[src/rtl/bus_pkg.sv]
// Shared types and address map for the two-master peripheral bus arbiter.
// Constants mirror the existing address decoder so both agree on every region.
package bus_pkg;

  typedef enum logic [2:0] {
    MEM,
    TC,
    UART,
    GPIO,
    PWM,
    NONE
  } region_e;

  typedef enum logic [1:0] {
    IDLE,
    ACCESS,
    DONE
  } state_e;

  localparam logic [31:0] MEM_BASE    = 32'h0000_0000;
  localparam logic [31:0] MEM_SIZE    = 32'h0000_2000;
  localparam logic [31:0] TC_BASE     = 32'hFFFF_0000;
  localparam logic [31:0] UART_BASE   = 32'hFFFF_1000;
  localparam logic [31:0] GPIO_BASE   = 32'hFFFF_2000;
  localparam logic [31:0] PWM_BASE    = 32'hFFFF_3000;
  localparam logic [31:0] PERIPH_SIZE = 32'h0000_1000;

  // Reserved hole: driving it while idle guarantees no chip select fires.
  localparam logic [31:0] IDLE_ADDR   = 32'h8000_0000;

  // Regions are power-of-two sized and naturally aligned.
  function automatic logic in_region(input logic [31:0] addr,
                                     input logic [31:0] base,
                                     input logic [31:0] size);
    return (addr & ~(size - 32'd1)) == base;
  endfunction

endpackage

[src/rtl/bus_region_lookup.sv]
// Combinational address-to-region decode returning the region and its wait-state count.
// Unmapped addresses report NONE with a zero count.
module bus_region_lookup
  import bus_pkg::*;
#(
  parameter int unsigned MEM_WS  = 0,
  parameter int unsigned TC_WS   = 1,
  parameter int unsigned UART_WS = 2,
  parameter int unsigned GPIO_WS = 1,
  parameter int unsigned PWM_WS  = 1,
  parameter int unsigned WS_W    = 4
) (
  input  logic [31:0]     addr,
  output region_e         region,
  output logic [WS_W-1:0] ws
);

  always_comb begin
    region = NONE;
    ws     = '0;
    if (in_region(addr, MEM_BASE, MEM_SIZE)) begin
      region = MEM;
      ws     = WS_W'(MEM_WS);
    end else if (in_region(addr, TC_BASE, PERIPH_SIZE)) begin
      region = TC;
      ws     = WS_W'(TC_WS);
    end else if (in_region(addr, UART_BASE, PERIPH_SIZE)) begin
      region = UART;
      ws     = WS_W'(UART_WS);
    end else if (in_region(addr, GPIO_BASE, PERIPH_SIZE)) begin
      region = GPIO;
      ws     = WS_W'(GPIO_WS);
    end else if (in_region(addr, PWM_BASE, PERIPH_SIZE)) begin
      region = PWM;
      ws     = WS_W'(PWM_WS);
    end
  end

endmodule

[src/rtl/bus_arbiter.sv]
// Round-robin two-master arbiter and access sequencer for the shared peripheral bus.
// Latency req->ack is WS+2 (unmapped: 1); masters hold req until ack, all outputs registered.
module bus_arbiter
  import bus_pkg::*;
#(
  parameter int unsigned MEM_WS  = 0,
  parameter int unsigned TC_WS   = 1,
  parameter int unsigned UART_WS = 2,
  parameter int unsigned GPIO_WS = 1,
  parameter int unsigned PWM_WS  = 1,
  parameter int unsigned WS_W    = 4
) (
  input  logic        clk,
  input  logic        reset,
  input  logic        m0_req,
  input  logic [31:0] m0_addr,
  input  logic        m0_we,
  input  logic [31:0] m0_wdata,
  output logic        m0_ack,
  output logic        m0_err,
  output logic [31:0] m0_rdata,
  input  logic        m1_req,
  input  logic [31:0] m1_addr,
  input  logic        m1_we,
  input  logic [31:0] m1_wdata,
  output logic        m1_ack,
  output logic        m1_err,
  output logic [31:0] m1_rdata,
  output logic [31:0] bus_addr,
  output logic        bus_we,
  output logic [31:0] bus_wdata,
  input  logic [31:0] bus_rdata,
  output logic        bus_busy
);

  state_e          state_q, state_d;
  logic            last_grant_q, last_grant_d;
  logic            gnt_q, gnt_d;
  logic            we_q, we_d;
  logic [WS_W-1:0] cnt_q, cnt_d;

  logic            m0_ack_q, m0_ack_d, m1_ack_q, m1_ack_d;
  logic            m0_err_q, m0_err_d, m1_err_q, m1_err_d;
  logic [31:0]     m0_rdata_q, m0_rdata_d, m1_rdata_q, m1_rdata_d;
  logic [31:0]     bus_addr_q, bus_addr_d;
  logic [31:0]     bus_wdata_q, bus_wdata_d;
  logic            bus_we_q, bus_we_d;
  logic            bus_busy_q, bus_busy_d;

  logic            sel;
  logic [31:0]     sel_addr;
  logic [31:0]     sel_wdata;
  logic            sel_we;
  region_e         sel_region;
  logic [WS_W-1:0] sel_ws;

  // On a tie the master not granted last wins; otherwise whoever is requesting.
  always_comb begin
    if (m0_req && m1_req) begin
      sel = ~last_grant_q;
    end else begin
      sel = m1_req;
    end
    sel_addr  = sel ? m1_addr  : m0_addr;
    sel_wdata = sel ? m1_wdata : m0_wdata;
    sel_we    = sel ? m1_we    : m0_we;
  end

  bus_region_lookup #(
    .MEM_WS  (MEM_WS),
    .TC_WS   (TC_WS),
    .UART_WS (UART_WS),
    .GPIO_WS (GPIO_WS),
    .PWM_WS  (PWM_WS),
    .WS_W    (WS_W)
  ) u_lookup (
    .addr   (sel_addr),
    .region (sel_region),
    .ws     (sel_ws)
  );

  always_comb begin
    state_d      = state_q;
    last_grant_d = last_grant_q;
    gnt_d        = gnt_q;
    we_d         = we_q;
    cnt_d        = cnt_q;
    m0_ack_d     = 1'b0;
    m1_ack_d     = 1'b0;
    m0_err_d     = 1'b0;
    m1_err_d     = 1'b0;
    m0_rdata_d   = '0;
    m1_rdata_d   = '0;
    bus_addr_d   = IDLE_ADDR;
    bus_wdata_d  = '0;
    bus_we_d     = 1'b0;
    bus_busy_d   = 1'b0;

    case (state_q)
      IDLE: begin
        if (m0_req || m1_req) begin
          gnt_d        = sel;
          last_grant_d = sel;
          we_d         = sel_we;
          if (sel_region == NONE) begin
            state_d  = DONE;
            m0_ack_d = ~sel;
            m0_err_d = ~sel;
            m1_ack_d = sel;
            m1_err_d = sel;
          end else begin
            state_d     = ACCESS;
            cnt_d       = sel_ws;
            bus_busy_d  = 1'b1;
            bus_addr_d  = sel_addr;
            bus_wdata_d = sel_wdata;
            bus_we_d    = sel_we && (sel_ws == '0);
          end
        end
      end

      ACCESS: begin
        if (cnt_q == '0) begin
          state_d    = DONE;
          m0_ack_d   = ~gnt_q;
          m1_ack_d   = gnt_q;
          m0_rdata_d = (!gnt_q && !we_q) ? bus_rdata : '0;
          m1_rdata_d = ( gnt_q && !we_q) ? bus_rdata : '0;
        end else begin
          // Strobe is registered, so raise it one cycle ahead of the final count.
          cnt_d       = cnt_q - WS_W'(1);
          bus_busy_d  = 1'b1;
          bus_addr_d  = bus_addr_q;
          bus_wdata_d = bus_wdata_q;
          bus_we_d    = we_q && (cnt_q == WS_W'(1));
        end
      end

      DONE: begin
        state_d = IDLE;
      end

      default: begin
        state_d = IDLE;
      end
    endcase
  end

  always_ff @(posedge clk) begin
    if (reset) begin
      state_q      <= IDLE;
      last_grant_q <= 1'b1;
      gnt_q        <= 1'b0;
      we_q         <= 1'b0;
      cnt_q        <= '0;
      m0_ack_q     <= 1'b0;
      m1_ack_q     <= 1'b0;
      m0_err_q     <= 1'b0;
      m1_err_q     <= 1'b0;
      m0_rdata_q   <= '0;
      m1_rdata_q   <= '0;
      bus_addr_q   <= IDLE_ADDR;
      bus_wdata_q  <= '0;
      bus_we_q     <= 1'b0;
      bus_busy_q   <= 1'b0;
    end else begin
      state_q      <= state_d;
      last_grant_q <= last_grant_d;
      gnt_q        <= gnt_d;
      we_q         <= we_d;
      cnt_q        <= cnt_d;
      m0_ack_q     <= m0_ack_d;
      m1_ack_q     <= m1_ack_d;
      m0_err_q     <= m0_err_d;
      m1_err_q     <= m1_err_d;
      m0_rdata_q   <= m0_rdata_d;
      m1_rdata_q   <= m1_rdata_d;
      bus_addr_q   <= bus_addr_d;
      bus_wdata_q  <= bus_wdata_d;
      bus_we_q     <= bus_we_d;
      bus_busy_q   <= bus_busy_d;
    end
  end

  assign m0_ack    = m0_ack_q;
  assign m1_ack    = m1_ack_q;
  assign m0_err    = m0_err_q;
  assign m1_err    = m1_err_q;
  assign m0_rdata  = m0_rdata_q;
  assign m1_rdata  = m1_rdata_q;
  assign bus_addr  = bus_addr_q;
  assign bus_wdata = bus_wdata_q;
  assign bus_we    = bus_we_q;
  assign bus_busy  = bus_busy_q;

endmodule

[config.mk]
export PLATFORM = sky130hd
export DESIGN_NAME = bus_arbiter
export DESIGN_NICKNAME = d
export VERILOG_FILES = /design/src/rtl/bus_pkg.sv /design/src/rtl/bus_region_lookup.sv /design/src/rtl/bus_arbiter.sv
export SDC_FILE = /design/constraint.sdc
export NUM_CORES = 1
export LEC_CHECK = 0
export ABC_AREA = 0
export CORE_AREA = 4 4 113 115
export DETAILED_ROUTE_END_ITERATION = 12
export DIE_AREA = 0 0 117 119
export DONT_BUFFER_PORTS = 1
export PLACE_DENSITY = 0.68
export REMOVE_ABC_BUFFERS = 1
export SYNTH_ARGS = -nofsm -noshare
export SYNTH_HDL_FRONTEND = slang
export SYNTH_SLANG_ARGS = --single-unit
[constraint.sdc]
create_clock -name clk -period 5.9 [get_ports clk]
set_input_delay 1.18 -clock clk [delete_from_list [all_inputs] [get_ports clk]]
set_output_delay 1.18 -clock clk [all_outputs]
set_load 0.02 [all_outputs]
# --- Word level (Yosys, flattened, before mapping) ---
# Cells that the tools add are included.
word_totals:
  rom_bits: 0
  out_inout_bits: 134
  mem_count: 0
  mem_bits_rw: 0
  inputBits: 166
  elab_cells: 100
  register_bits: 143
  latchBits: 0
op_classes:
  div: 0
  multipliers: 0
  n_lt_le_gt_ge: 0
  mux: 46
  n_eq_ne: 11
  n_reduce_logical: 19
  bitwise: 8
  shifts: 0
  add_sub_neg: 1
op_table:
  columns: ["operator", "n"]
  rows:
  - ["32-bit two-way mux", 8]
  - ["32-bit one-hot mux with 2 select lines", 2]
  - ["20-bit equality test, second input constant", 4]
  - ["32-bit logical NOT", 1]
  - ["4-bit two-way mux", 7]
  - ["1-bit two-way mux", 16]
  - ["3-bit two-way mux", 4]
  - ["4-bit logical NOT", 2]
  - ["2-bit inequality test, second input constant", 4]
  - ["1-bit NOT", 8]
  - ["1-bit one-hot mux with 2 select lines", 4]
  - ["4-bit one-hot mux with 2 select lines", 1]
  - ["4-bit OR reduction", 2]
  - ["2-bit two-way mux", 3]
  - ["1-bit logical AND", 5]
  - ["4-bit by 1-bit equality test with 1-bit output, second input constant", 1]
  - ["2-bit one-hot mux with 2 select lines", 1]
  - ["2-bit AND reduction", 2]
  - ["4-bit AND reduction", 1]
  - ["4-bit by 1-bit subtractor with 4-bit output, second input constant", 1]
  - ["3-bit equality test, second input constant", 1]
  - ["2-bit by 1-bit equality test with 1-bit output, second input constant", 1]
  - ["1-bit logical NOT", 2]
  - ["2-bit logical NOT", 1]
  - ["other kinds (3)", 3]

# --- Longest topological paths before layout ---
# Gate-level depths: netlist (run 1).
logic_depth:
  word_depth: 14
  mapped_depth: 8
  depth_no_buf: 7

# --- By module ---
# A second synthesis (run 1) with hierarchy kept.
unflattened:
  cells_unflattened: 529
  hier_area_um2: 5454.0
by_module_without_submodules:
  columns: ["mod", "seq_area_each_um2", "area_per_inst_um2", "cells_each", "instances"]
  rows:
  - ["bus_arbiter", 2862.7, 5300.1, 502, 1]
  - ["bus_region_lookup", 0.0, 153.9, 27, 1]

# --- Least setup slack after synthesis (run 1) ---
# No wires, ideal clock.
synth_path:
  kind: "input port to flip-flop"
  from: "in m1_req"
  to: "reg bus_wdata_q[10] (netlist: bus_wdata[10])"
  path_buffers: 2
  t_required_ns: 5.833
  setup_ns: 0.067
  t_arrival_ns: 2.927
  path_slack_ns: 2.906
  path_stages: 8
  path_cell_list: "a21bo_1 -> clkbuf_1 -> or3_4 -> nor4_4 -> o21ai_2 -> a211o_4 -> buf_6 -> o21ai_2"
synth_via:
  elab_chain_len: 13
  elab_cells_between_ends: 19
  cone_classes: "eq/ne (5); mux (11); reduce/logical (3)"
synth_lines:
  columns: ["item", "line", "source"]
  rows:
  - ["start, declared", "bus_arbiter.sv:22", "input logic m1_req,"]
  - ["1-bit logical AND", "bus_arbiter.sv:59", "if (m0_req && m1_req) begin"]
  - ["1-bit two-way mux", "bus_arbiter.sv:59", null]
  - ["32-bit two-way mux", "bus_arbiter.sv:64", "sel_addr = sel ? m1_addr : m0_addr;"]
  - ["20-bit equality test", "bus_pkg.sv:35", "return (addr & ~(size - 32'd1)) == base;"]
  - ["1-bit two-way mux", "bus_region_lookup.sv:33", "end else if (in_region(addr, PWM_BASE, PERIPH_SIZE)) begin"]
  - ["3-bit two-way mux", "bus_region_lookup.sv:30", "end else if (in_region(addr, GPIO_BASE, PERIPH_SIZE)) begin"]
  - ["3-bit two-way mux", "bus_region_lookup.sv:27", "end else if (in_region(addr, UART_BASE, PERIPH_SIZE)) begin"]
  - ["3-bit two-way mux", "bus_region_lookup.sv:24", "end else if (in_region(addr, TC_BASE, PERIPH_SIZE)) begin"]
  - ["3-bit two-way mux", "bus_region_lookup.sv:21", "if (in_region(addr, MEM_BASE, MEM_SIZE)) begin"]
  - ["3-bit equality test", "bus_arbiter.sv:105", "if (sel_region == NONE) begin"]
  - ["32-bit two-way mux", "bus_arbiter.sv:105", null]
  - ["32-bit two-way mux *", "bus_arbiter.sv:101", "if (m0_req || m1_req) begin"]
  - ["32-bit one-hot mux with 2 select lines *", "bus_arbiter.sv:99", "case (state_q)"]
  - ["end signal, assigned", "bus_arbiter.sv:179", "bus_wdata_q <= bus_wdata_d;"]
  - ["end, declared", "bus_arbiter.sv:46", "logic [31:0] bus_wdata_q, bus_wdata_d;"]
# Every way passes the cells marked *; elsewhere a longest branch is shown, timed or not.
# A chain may end at the register's enable or synchronous reset.

# --- Worst setup path in the final report (run 1) ---
layout_path:
  from: "in m1_req"
  to: "reg bus_wdata_q[1] (netlist: bus_wdata[1])"
# Same word-level chain as after synthesis.

==> run summary, run 1 <==
STA classifies the critical path startpoint as a primary input. The post-cts resize count is 0. In the routed layout, each cell is associated on average with a via count of 5.542.

The worst pin sits at a relative slew slack of 0.3414. The clock latency reported for the late side of the worst-skew pair came out at 0.41 ns. The total of fill cells in the finished design is 1057. The worst setup path is captured at a flip-flop.

The post-route worst setup slack is 2.332 ns. Entering global routing, the biggest net connects 47 pins. The data arrival time of the critical path is 3.84 ns. The share of post-route cells with drive strength above 1 is 0.1221.

The worst clock skew came out at 0.007982 ns. The placed instances occupy a cell area of 0.005265 mm^2. The finished layout cell area is 0.005924 mm^2. The worst stage delay on the critical path came out at 0.57 ns. The synthesis-to-layout area growth is 14.82%. The die area came out at 0.01392 mm^2. The path with the worst hold slack has its endpoint at m0_ack$_SDFF_PP0_.

The number of slew-limit violations in the final report came out at 0. Summing all multi-input logic gate instances after layout gives 0.002166 mm^2. The routed layout has 3719 vias.

The cell area after technology mapping is 0.005160 mm^2. The number of placed I/O pins is 300. The count of flip-flops with a built-in enable after synthesis is 0. The number of cells on the worst reg-to-reg path came out at 7. The number of diodes added for antenna fixing is 0.

Derived from the worst setup path, the maximum achievable clock frequency is 280.3 MHz. The origin of the critical flop-to-flop path is last_grant_q$_SDFFE_PP1P_. The worst register-to-register path ends at bus_wdata[1]$_SDFFE_PP0P_. The final cycle utilization of the critical path came out at 0.6048. The number of cell rows came out at 40.

The register bit count reported by yosys came out at 143. The run finished with clean final reports. Together, buffers and inverters on the worst path number 1.

The clock transition at the registers of the reported paths is 0.06 ns. Setup violations remaining at the end of the flow were counted as 0. The register-to-register path setup slack came out at 2.73 ns. The share of synthesized area occupied by flip-flops and latches is 0.5548. Setup repair after global routing left no endpoint under its margin. The sum of net half-perimeters after detailed placement came out at 10310 um. The average size of a mapped cell is 10.02 um^2. The sequential cells in the finished layout cover a total of 0.002863 mm^2. The largest fanout of any net on the critical path is 44. The core box area is 0.01181 mm^2.

The number of hold-repair buffers added at the cts stage is 0. The count of antenna-violating nets left after detailed routing came out at 0. The kind of cell adding the most delay to the critical path is compound AO/OA/AOI/OAI gates. Wires add up to 13570 um. The minimum clock period came out at 3.568 ns. The number of buffers inserted during clock tree synthesis is 17. The floorplan step set the die width to 117 um. After synthesis, the share of flip-flops with an asynchronous set or reset is 0. The initial antenna violation count is 0. The total setup buffers inserted after CTS is 0. OpenSTA, run right after detailed placement, puts the worst setup slack at 1.903 ns.

The last weighted congestion value of the routability-driven placer is 0.8546. VDD sags by at most 220.8 uV. For this design the ratio of total power to cell area is 374.0 mW/mm^2.

The initial utilization of the core area, before any placement, comes to 0.4369. The data required time of the worst path came out at 6.18 ns. For this run, the total global-route usage over all layers was measured as 0.1912. The cell count after synthesis came out at 515. The final routed wire length divided by cell count came out at 20.23 um. TritonCTS built the clock tree. The clock passes through at most 2 buffers. Walking the worst path, the cells encountered are a21bo_2 > buf_4 > nor3_1 > a22o_1 > o21ai_2 > a211o_4 > o21ai_0. The reported leakage power came out at 2.376 nW. The layout net count came out at 679. The actual slew at the worst max-slew pin came out at 0.9856 ns. The most used flip-flop cell after synthesis is sky130_fd_sc_hd__dfxtp_1. The remaining routing DRC violations is 0. The total of buffers placed on input and output ports is 0. The startpoint of the tightest hold check path is gnt_q$_SDFFE_PP0P_. Max-cap violations in this run came to 0. The detailed router finished its first iteration with 192 violations.

The tree built by TritonCTS fans out to 143 sinks. The count of synthesis-stage warnings from yosys came out at 0. The die is 119 um tall. The total overflow reported by the global router came out at 0. The worst hold path belongs to the class flip-flop to flip-flop. The via count of the first global-routing pass came out at 3700. The final hold violation count came out at 0. The critical path start-end classification is primary input to flip-flop. The global-route wire length before repair is 20070 um. Clock tree synthesis selected as its root buffer the cell sky130_fd_sc_hd__clkbuf_16. The number of iterations in the first detailed-routing pass is 4.

The post-route setup TNS is 0 ns. The number of library cell types mapped by synthesis came out at 43. The slowest cell on the critical path is sky130_fd_sc_hd__a21bo_2.

The cell count of the worst hold path came out at 1. In this run the number of H-tree levels came out at 4.
[worst register-to-register path, stage by stage (launching register included)]
cell	delay (ns)
sky130_fd_sc_hd__dfxtp_1	0.39
sky130_fd_sc_hd__a21bo_2	0.56
sky130_fd_sc_hd__buf_4	0.58
sky130_fd_sc_hd__nor3_1	0.17
sky130_fd_sc_hd__a22o_1	0.28
sky130_fd_sc_hd__o21ai_2	0.31
sky130_fd_sc_hd__a211o_4	0.53
sky130_fd_sc_hd__o21ai_0	0.22
[logic make-up (layout without fill, tap and decap cells)]
family                     count (synthesis)  in the layout  synth area share
adders and majority gates                  2              2          0.004849
and+or+nand+nor                          200            200            0.2039
AOI/OAI and AO/OA                         91             91            0.1164
xor gates and xnor gates                   2              2          0.003395
DFF                                      143            143            0.5548
muxes                                     45             45           0.08729
buffers and inverters                     32             41           0.02934
[synthesized netlist by cell type (5+ instances only)]
cell type / instances / area [um^2]
sky130_fd_sc_hd__o21ai_0: 5 / 25.02
sky130_fd_sc_hd__nor3_1: 7 / 35.03
sky130_fd_sc_hd__o21ai_2: 20 / 175.2
sky130_fd_sc_hd__dfxtp_1: 143 / 2863
sky130_fd_sc_hd__nand4_1: 10 / 62.56
sky130_fd_sc_hd__clkbuf_1: 22 / 82.58
sky130_fd_sc_hd__and2_1: 66 / 412.9
sky130_fd_sc_hd__a21oi_1: 24 / 120.1
sky130_fd_sc_hd__nor2_1: 14 / 52.55
sky130_fd_sc_hd__nand2_1: 70 / 262.8
sky130_fd_sc_hd__nor4_1: 15 / 93.84
sky130_fd_sc_hd__o21ai_1: 21 / 105.1
sky130_fd_sc_hd__mux2i_1: 45 / 450.4
[placed cells by master, fill, tap and decap left out, types with 4 or more instances in the layout]
| cell type | count |
|---|---|
| sky130_fd_sc_hd__o21ai_2 | 20 |
| sky130_fd_sc_hd__nand2_1 | 70 |
| sky130_fd_sc_hd__nand4_1 | 10 |
| sky130_fd_sc_hd__nor3_1 | 7 |
| sky130_fd_sc_hd__buf_4 | 5 |
| sky130_fd_sc_hd__nor4_1 | 13 |
| sky130_fd_sc_hd__dfxtp_1 | 143 |
| sky130_fd_sc_hd__bufinv_16 | 5 |
| sky130_fd_sc_hd__a21oi_1 | 24 |
| sky130_fd_sc_hd__o21ai_1 | 21 |
| sky130_fd_sc_hd__mux2i_1 | 45 |
| sky130_fd_sc_hd__a311oi_1 | 4 |
| sky130_fd_sc_hd__o21ai_0 | 5 |
| sky130_fd_sc_hd__nor2_1 | 13 |
| sky130_fd_sc_hd__and2_1 | 66 |
| sky130_fd_sc_hd__clkbuf_16 | 17 |
| sky130_fd_sc_hd__inv_1 | 4 |
[per-layer routing]
metal  up-vias  share of wire  global-route usage
met2       204           0.54              0.3329
li1       1767              -                   -
met5         -              0                   0
met3        29          0.097             0.09350
met4         0          0.023             0.07885
met1      1719           0.34              0.1911
[registers in the layout (all words and copies together) (netlist names)]
register	count
m1_ack	1
m0_ack	1
bus_we	1
last_grant_q	1
bus_wdata	32
m0_err	1
bus_addr	32
gnt_q	1
m1_err	1
we_q	1
m0_rdata	32
cnt_q	4
state_q	2
m1_rdata	32
bus_busy	1
[layout make-up]
cell class,count,share of cell area
timing repair buffer,5,0.006336
clock inverter,14,0.03886
sequential,143,0.4832
tap,147,0.03105
multi-input combinational,340,0.3656
clock buffer,18,0.07244
inverter,4,0.002534
[stage by stage]
stage | hold WS [ns] | total power [mW] | cells | utilization
after CTS | 0.5218 | 2.230 | 671 | 0.5016
after floorplan | 0.4362 | 1.046 | 487 | -
after global placement | 0.4893 | 1.057 | 639 | 0.4458
final | 0.5222 | 2.216 | 671 | 0.5016
after detailed placement | 0.5123 | 1.058 | 639 | 0.4458
after global routing | 0.5347 | 2.284 | 671 | 0.5016
[worst max-delay path by stage]
stage / from / to / slack, ns / cells after the start
after detailed placement: m1_req / bus_wdata[1]$_SDFFE_PP0P_ / 1.90 / 7
after global placement: m1_req / bus_wdata[31]$_SDFFE_PP0P_ / 2.03 / 7
after CTS: m1_req / bus_wdata[1]$_SDFFE_PP0P_ / 2.36 / 7
final: m1_req / bus_wdata[1]$_SDFFE_PP0P_ / 2.33 / 7
after global routing: m1_req / bus_addr[11]$_SDFFE_PP0P_ / 2.18 / 7
after floorplan: m1_req / bus_addr[11]$_SDFFE_PP0P_ / 1.79 / 6
[power breakdown]
| part | internal, mW | switching, mW | leakage [nW] | total (mW) |
|---|---|---|---|---|
| Combinational | 0.0278 | 0.0348 | 0.907 | 0.0626 |
| Sequential | 0.969 | 0.00538 | 1.15 | 0.974 |
| Clock | 0.760 | 0.419 | 0.316 | 1.18 |
Power figures use the tool's default switching activity.
==> inputs of run 2 (changes only) <==
ABC_AREA = 1   (was 0)
CORE_AREA = 4 4 114 116   (was 4 4 113 115)
DIE_AREA = 0 0 118 120   (was 0 0 117 119)
PLACE_DENSITY = 0.74   (was 0.68)
clock period = 3.42 ns   (was 5.9 ns; I/O delays follow)
==> run 2 against run 1 <==
Sequential share of layout area shrank 4.8 points. Die area grew 1.7%. Clock skew grew 0.0035 ns. Sequential power grew 90%. Synthesized cell count grew 58%. Critical path depth grew 8. Flip-flop and latch count is the same. Final cell count grew 43%. Non-clock buffer count grew 2. Synthesized area grew 15%. Critical path type is now flip-flop to flip-flop.
==> run summary, run 2 <==
The clock transition at the registers of the reported paths came to 0.07 ns (about the same). The count of flip-flops with a built-in enable after synthesis came out at 0 (unchanged). The largest fanout of any net on the critical path is 44 (unchanged). The dominant register cell in the synthesized netlist is sky130_fd_sc_hd__dfxtp_1. The post-route setup TNS came to 0 ns (unchanged). The via count of the first global-routing pass came to 4771 (+29%). The global-route usage over all layers came out at 0.2179 (+0.02667). The register-to-register path setup slack came out at 0.84 ns (-1.89 ns). The share of synthesized area occupied by flip-flops and latches is 0.4825 (-0.07230). The die area is 0.01416 mm^2 (+1.7%).

The total overflow reported by the global router came to 0 (unchanged). By area the synthesized netlist is led by sky130_fd_sc_hd__dfxtp_1 48%, sky130_fd_sc_hd__nor2_1 13%, sky130_fd_sc_hd__o21ai_0 7.8%, sky130_fd_sc_hd__nand2_1 7.1%, sky130_fd_sc_hd__inv_1 4.6%. The data required time of the worst path came out at 3.69 ns (-2.49 ns). The number of buffers on the longest clock path came out at 2 (unchanged). The total of buffers placed on input and output ports is 0 (unchanged). The number of slew-limit violations in the final report came to 0 (unchanged). The leading cell type in the layout, fill and taps excluded is sky130_fd_sc_hd__nor2_1. The width of the chip came out at 118 um (+0.85%). The actual slew at the worst max-slew pin came out at 0.6577 ns (-0.3278 ns). The final hold violation count came out at 0 (unchanged). The max-capacitance violation count was 0 (unchanged).

The power density relative to cell area came to 638.2 mW/mm^2 (+71%). The element type at the critical path end is a flip-flop. The number of diodes added for antenna fixing came out at 0 (unchanged). The number of buffers inserted during clock tree synthesis came out at 17 (unchanged). The final routed wire length divided by cell count is 16.66 um (-18%). The routed wire length on met2 is 7978 um (+9.3%). The global-route wire length before repair is 24870 um (+24%). The total setup buffers inserted after CTS came out at 0 (unchanged).

The deepest level of the CTS H-tree was 4 (unchanged). The remaining routing DRC violations is 0 (unchanged). The routed wire length on met3 is 1527 um (+16%). The number of failing setup endpoints in the final timing report is 0 (unchanged). The cell area after technology mapping came out at 0.005933 mm^2 (+15%). The clock latency reported for the late side of the worst-skew pair came out at 0.41 ns (about the same). The final hold slack was 0.3366 ns (-0.1856 ns). The post-cts resize count came out at 0 (unchanged). The async set or reset register ratio after synthesis came out at 0 (unchanged). In the layout the commonest cells are 205 x sky130_fd_sc_hd__nor2_1, 143 x sky130_fd_sc_hd__dfxtp_1, 112 x sky130_fd_sc_hd__nand2_1. The via count was 4984 (+34%). The final cycle utilization of the critical path came out at 0.7538. Counting instances in the post-synthesis netlist gives the leading cell types as 206 x sky130_fd_sc_hd__nor2_1, 143 x sky130_fd_sc_hd__dfxtp_1, 112 x sky130_fd_sc_hd__nand2_1, 93 x sky130_fd_sc_hd__o21ai_0, 72 x sky130_fd_sc_hd__inv_1. The TritonCTS clock tree is built.

The flow ran to the end, and the final reports show no timing, DRC or antenna violations. The average vias per placed instance came out at 5.203 (-6.1%). The DRC violation total after the first TritonRoute iteration came out at 329 (+71%). The count of antenna-violating nets left after detailed routing came out at 0 (unchanged). The final wirelength came out at 15960 um (+18%).

The layout net count came out at 966 (+42%). The number of iterations in the first detailed-routing pass came out at 5 (+1). The path class of the tightest hold or removal check is primary input to flip-flop. The wire length on met1 came out at 6229 um (+34%). The root buffer selected by CTS is sky130_fd_sc_hd__clkbuf_16. The fraction of post-synthesis cell area in the top cell type by area is 0.4825 (-0.07230). The worst clock skew is 0.01150 ns (+0.003517 ns). The number of placed I/O pins was 300 (unchanged). The total of fill cells in the finished design came to 1119 (+5.9%). The highest metal layer carrying signal wires in the routed design is met5.

The register bit count reported by yosys is 143 (unchanged). The cell count after synthesis came to 816 (+58%). The synthesis-to-layout area growth came out at 10.86%. The sink count of the clock tree came to 143 (unchanged). The peak supply drop came to 367.9 uV (+67%). The reported leakage power came out at 2.971 nW (+25%). The data arrival time of the critical path is 2.85 ns (-0.99 ns).

The last weighted congestion value of the routability-driven placer is 0.9326 (+9.1%). The number of cell rows came to 40 (unchanged). The largest total area in the synthesized netlist belongs to sky130_fd_sc_hd__dfxtp_1.

The number of hold-repair buffers added at the cts stage came out at 0 (unchanged). The effective utilization at floorplan came out at 0.4981 (+0.06124). The nature of the critical path startpoint is a flip-flop. The maximum number of pins on one net before global-route repair is 63 (+34%).

The count of synthesis-stage warnings from yosys is 0 (unchanged). The share of post-route cells with drive strength above 1 came to 0.1196 (-0.002532). By instance count, the leading cell after synthesis is sky130_fd_sc_hd__nor2_1.

The average size of a mapped cell is 7.271 um^2 (-27%). The number of library cell types mapped by synthesis is 33 (-23%). The core box area was 0.01191 mm^2 (+0.85%). The initial antenna violation count is 1 (+1).

The minimum clock period is 2.578 ns. Setup repair after global routing left no endpoint under its margin. The overall die height came out at 120 um (+0.84%).

The critical path start-end classification is flip-flop to flip-flop. The sum of net half-perimeters after detailed placement was 11750 um (+14%). The maximum operating frequency came out at 387.9 MHz. The headroom to the max-slew limit is 0.5615 (+0.2201).
==> run 2: metal layers <==
metal  GRT usage  up-vias
li1            -     2523
met1      0.2483     2218
met2      0.3726      220
met3     0.09802       21
met4     0.05714        2
met5           0        -
==> run 2: stage by stage <==
stage               utilization  std cells  instance area, um^2  setup WS [ns]  power [mW]
floorplan                     -        772                 5702        0.03485       2.233
global placement         0.4987        926                 5941         0.6803       2.347
detailed placement       0.4987        926                 5941         0.5994       2.354
CTS                      0.5522        958                 6578         0.8686       4.234
global route             0.5522        958                 6578         0.6193       4.385
finish                   0.5522        958                 6578         0.8421       4.198
==> run 2: area by class of cell <==
| class | count | area, um^2 | share of cell area |
|---|---|---|---|
| Inverter | 75 | 284.0 | 0.04318 |
| Clock inverter | 15 | 211.5 | 0.03215 |
| Tap cell | 147 | 183.9 | 0.02796 |
| Sequential cell | 143 | 2863 | 0.4352 |
| Clock buffer | 17 | 425.4 | 0.06468 |
| Timing Repair Buffer | 7 | 52.55 | 0.007989 |
| Multi-Input combinational cell | 554 | 2557 | 0.3888 |
==> run 2: logic make-up after synthesis <==
family,after synthesis,share of synthesized area
AOI/OAI and AO/OA,124,0.1057
muxes,1,0.001687
and+or+nand+nor,426,0.3176
buffers and inverters,119,0.08688
xor gates and xnor gates,1,0.001476
adders and majority gates,2,0.004217
DFF,143,0.4825
==> run 2: power breakdown <==
part	switching, mW	total [mW]	leakage [nW]	internal, mW
clock	0.872	1.88	0.304	1.01
combinational	0.320	0.463	1.51	0.143
sequential	0.120	1.85	1.16	1.73
==> run 2: path summary, 6_finish.rpt <==
check,cells after the start,startpoint,to
worst max register to register,15,last_grant_q$_SDFFE_PP1P_,bus_wdata[1]$_SDFFE_PP0P_
worst min-delay path,1,reset,bus_addr[18]$_SDFFE_PP0P_
worst min register to register,2,cnt_q[1]$_SDFFE_PP0P_,cnt_q[1]$_SDFFE_PP0P_
worst max-delay path,15,last_grant_q$_SDFFE_PP1P_,bus_wdata[1]$_SDFFE_PP0P_
==> run 2: worst max-delay path, stage by stage, from the launching register on <==
cell	delay, ns
sky130_fd_sc_hd__dfxtp_1	0.42
sky130_fd_sc_hd__nand2_2	0.10
sky130_fd_sc_hd__nand2_4	0.29
sky130_fd_sc_hd__nand2_1	0.11
sky130_fd_sc_hd__nand2_2	0.14
sky130_fd_sc_hd__inv_1	0.05
sky130_fd_sc_hd__nand2_1	0.05
sky130_fd_sc_hd__nor2_1	0.04
sky130_fd_sc_hd__nand2_1	0.11
sky130_fd_sc_hd__nor2_1	0.07
sky130_fd_sc_hd__nor2_2	0.17
sky130_fd_sc_hd__nand3_4	0.14
sky130_fd_sc_hd__nand2_4	0.13
sky130_fd_sc_hd__nor2_8	0.05
sky130_fd_sc_hd__inv_4	0.47
sky130_fd_sc_hd__nor2_1	0.08
